[config.mk]
export PLATFORM = sky130hd
export DESIGN_NAME = bank_occupancy_ctrl
export DESIGN_NICKNAME = d
export VERILOG_FILES = /design/src/rtl/bank_occupancy_ctrl.sv
export SDC_FILE = /design/constraint.sdc
export NUM_CORES = 1
export LEC_CHECK = 0
export CAP_MARGIN = 20
export CELL_PAD_IN_SITES_DETAIL_PLACEMENT = 1
export CELL_PAD_IN_SITES_GLOBAL_PLACEMENT = 2
export CORE_AREA = 4 4 55 67
export CTS_CLUSTER_DIAMETER = 100
export CTS_CLUSTER_SIZE = 24
export DETAILED_ROUTE_END_ITERATION = 8
export DIE_AREA = 0 0 59 71
export GPL_TIMING_DRIVEN = 0
export HOLD_SLACK_MARGIN = 0.02
export PLACE_DENSITY_LB_ADDON = 0.1
export RECOVER_POWER = 50
export SYNTH_ARGS = -nofsm -noshare
export SYNTH_HDL_FRONTEND = slang
export SYNTH_SLANG_ARGS = --single-unit
[constraint.sdc]
create_clock -name clkup -period 2.45 [get_ports clkup]
set_input_delay 0.3675 -clock clkup [delete_from_list [all_inputs] [get_ports clkup]]
set_output_delay 0.3675 -clock clkup [all_outputs]
set_load 0.01 [all_outputs]
[src/rtl/bank_occupancy_ctrl.sv]
// bank_occupancy_ctrl: saturating occupancy counter with peak tracking, status and sticky error flags.
// Define OCC_EDGE_DETECT_EN to count sensor rising edges instead of high levels.
module bank_occupancy_ctrl #(
  parameter int CAP      = 7,
  parameter int W        = 4,
  parameter int AF_LEVEL = CAP - 1
) (
  input  logic         clkup,
  input  logic         reset,
  input  logic         up,
  input  logic         down,
  input  logic         clr,
  output logic [W-1:0] pcount,
  output logic [W-1:0] peak_count,
  output logic         full_flag,
  output logic         empty_flag,
  output logic         almost_full,
  output logic         overflow_err,
  output logic         underflow_err
);
  localparam logic [W-1:0] CAP_V = W'(CAP);
  localparam logic [W-1:0] AF_V  = W'(AF_LEVEL);
  logic         inc, dec, add, sub;
  logic [W-1:0] pcount_d, pcount_q, peak_d, peak_q;
  logic         full_d, full_q, empty_d, empty_q, af_d, af_q;
  logic         ovf_d, ovf_q, unf_d, unf_q;
`ifdef OCC_EDGE_DETECT_EN
  logic up_d_q, down_d_q;
  assign inc = up & ~up_d_q;
  assign dec = down & ~down_d_q;
  // History powers up high so a sensor already asserted at reset release is not an event.
  always_ff @(posedge clkup or posedge reset)
    if (reset) begin
      up_d_q   <= 1'b1;
      down_d_q <= 1'b1;
    end else begin
      up_d_q   <= up;
      down_d_q <= down;
    end
`else
  assign inc = up;
  assign dec = down;
`endif
  always_comb begin
    add      = inc & ~dec;
    sub      = dec & ~inc;
    pcount_d = clr ? '0 :
               (add && pcount_q != CAP_V) ? pcount_q + W'(1) :
               (sub && pcount_q != '0)    ? pcount_q - W'(1) : pcount_q;
    peak_d   = clr ? '0 : (pcount_d > peak_q ? pcount_d : peak_q);
    full_d   = pcount_d == CAP_V;
    empty_d  = pcount_d == '0;
    af_d     = pcount_d >= AF_V;
    ovf_d    = ~clr & (ovf_q | (add && pcount_q == CAP_V));
    unf_d    = ~clr & (unf_q | (sub && pcount_q == '0));
  end
  always_ff @(posedge clkup or posedge reset)
    if (reset) begin
      pcount_q <= '0;
      peak_q   <= '0;
      full_q   <= 1'b0;
      empty_q  <= 1'b1;
      af_q     <= 1'b0;
      ovf_q    <= 1'b0;
      unf_q    <= 1'b0;
    end else begin
      pcount_q <= pcount_d;
      peak_q   <= peak_d;
      full_q   <= full_d;
      empty_q  <= empty_d;
      af_q     <= af_d;
      ovf_q    <= ovf_d;
      unf_q    <= unf_d;
    end
  assign pcount        = pcount_q;
  assign peak_count    = peak_q;
  assign full_flag     = full_q;
  assign empty_flag    = empty_q;
  assign almost_full   = af_q;
  assign overflow_err  = ovf_q;
  assign underflow_err = unf_q;
endmodule
==> results.ini <==
[run_status]
outcome=finished, violations left
violations=setup timing

[synth]
avgSynthCellArea_um2=10.16
yosys_warnings=0
synth_top_cells_by_count=dfrtp_1, inv_1, ha_1, nor2b_1, nor2_1
yosysMostFrequentCell=dfrtp_1
syn-num-nets=87
synth_top_area_cell=dfrtp_1
netlist_area_um2=772.0
async_reset_ff_frac=1.000
netlist_instances=76
yosys-top-cells-area=dfrtp_1, ha_1, mux2_2, nor2b_1, dfstp_2
synth_cell_types=31
synth_edf_count=0
dominantRegCellSynth=dfrtp_1
synth_seq_area_share=0.4230
synth_top_area_share=0.3890
synth_seq_cells=13

[placed_design]
place_congestion=0.6588
dp_slack_ns=-0.6749
numPlacedInstances=128
hpwl_um=1528
numPortBuffers=16

[timing]
hold_violations=0
finalCriticalPeriod_ns=2.577
setup_viol=3
tightest_slew_ns=0.5039
finalCritPeriodShare=1.052
rsz0062_at_grt=true
fin_ws_ns=-0.1269
fin_worst_skew_ns=0.0007433
slew_headroom=0.6637
fmax_mhz=388.1
slew_viol_final=0
finalSetupTns_ns=-0.3716

[flow_run]
cap_violations=0

[routing]
avgRoutedWirePerCell_um=14.35
num_vias=678
viasPerCell=4.612
dr.pass1.iters=3
antenna_left=0
drt_iter0_markers=15
totalWireLength_um=2109
drc=0

[cells_and_area]
multi_input_area_um2=565.5
n_fill_cell=346
drive_above_1_share=0.4685
synthToLayoutAreaGrowth_pct=64.83
layout.cells.non_filler=147
final_util=0.4202
seq_area_um2=329.1
layout.nets=123
num_antenna_cells=0

[die]
die_area_um2=4189
initial_core_util=0.2550
die_width_um=59
ios=18
rows=22
core_um2=3028
dieHeight_um=71

[clocking]
clk_pin_slew_ns=0.08
clockRootBuffer=clkbuf_4
htree_levels=1
cts_buffers=3
insertion_delay_ns=0.27
clockBufferDepth=2
clock-sinks=13
cts_tree=yes

[critical_path]
ff2ff_setup_slack_ns=-0.12
reg2reg_from=pcount[0]
worstPathRequired_ns=2.61
critPathKind=in2reg
worstRegToRegCells=10
crit_path_end_kind=flop
cp_max_fo=6
critPathLaunchType=primary input
timing.rr.end=peak_count[0]
crit_arrival_ns=2.74

[global_route]
grt_usage=0.1181
grt_pass1_wl_um=3801
first_global_vias=770
antenna_found_initial=0
overflow=0
grt_max_degree=14

[min_path]
min_from=underflow_err
hp-class=reg2reg
hold_depth=2
hold_path_end=underflow_err

[pwr]
ir_drop_uv=543.7
powerDensity_nw_per_um2=1054
power_w=0.001342
power.leakage_nw=0.5560

==> layer usage <==
layer	vias up	routed length (um)	part of all wire	GRT usage
li1	335	-	-	-
met1	333	912	0.43	0.1513
met2	8	1135	0.54	0.1966
met3	2	33	0.016	0.01095
met4	0	27	0.013	0.05290
met5	-	0	0	0
==> repair_timing <==
action                     4_1_cts  5_1_grt
setup endpoints to repair        4        4
pin swaps                       11        3
setup buffers                   12        3
resized for setup               13        4
hold buffers                     0        0
==> cells by family (layout without fill, tap and decap cells) <==
kind of cell / Yosys count / after routing / synth area share
simple gates: 29 / 29 / 0.2350
compound gates: 13 / 13 / 0.1118
flops: 13 / 13 / 0.4230
buf+inv: 9 / 44 / 0.04376
fa+ha+maj: 6 / 6 / 0.09724
mux: 5 / 5 / 0.07779
xor+xnor: 1 / 1 / 0.01135
==> worst max-delay path by stage <==
stage,endpoint,from
2_1_floorplan,peak_count[0],pcount[0]
3_3_place_gp,peak_count[3],down
3_5_place_dp,peak_count[3],down
4_1_cts,peak_count[0],pcount[1]
5_1_grt,peak_count[0],pcount[1]
6_report,peak_count[0],up
==> metrics by stage <==
step | area, um2 | hold WS (ns)
floorplan | 823.3 | 0.2436
global placement | 1028 | 0.4784
detailed placement | 1028 | 0.4929
CTS | 1225 | 0.4279
global route | 1272 | 0.5219
finish | 1272 | 0.5025
==> flip-flops by register name, indices dropped and copies added (netlist names) <==
name,cells
full_flag,1
empty_flag,1
peak_count,4
pcount,4
underflow_err,1
overflow_err,1
almost_full,1
==> cells in the final DEF (no fill, tap or decap), types with 3 or more instances in the layout <==
cell and count:
buf_4 15, clkbuf_4 3, clkdlybuf4s50_1 14, dfrtp_1 10
ha_4 5, inv_1 5, inv_2 3, mux2_4 5
nor2_1 4, nor2b_1 4, nor3_1 3
==> worst max-delay path, stage by stage <==
cell and delay, ns:
clkdlybuf4s50_1 0.60, nor2b_1 0.12, a31oi_1 0.24, mux2_4 0.37, ha_4 0.29, and4_1 0.22, a21oi_2 0.06, nor2_4 0.16
mux2_4 0.31
==> layout make-up <==
class                   count  area share
clock inverters             1    0.003933
repair buffers             31      0.2134
inverters                   8     0.02360
plain buffers               1    0.002950
well taps                  36     0.03540
multi-input cells          54      0.4444
clock buffers               3     0.01770
flip-flops and latches     13      0.2586
==> power by group <==
part           internal [W]  switching (W)
clock             0.0000604      0.0000715
combinational      0.000509       0.000367
sequential         0.000277      0.0000568
total              0.000846       0.000495
Power figures use the tool's default switching activity.
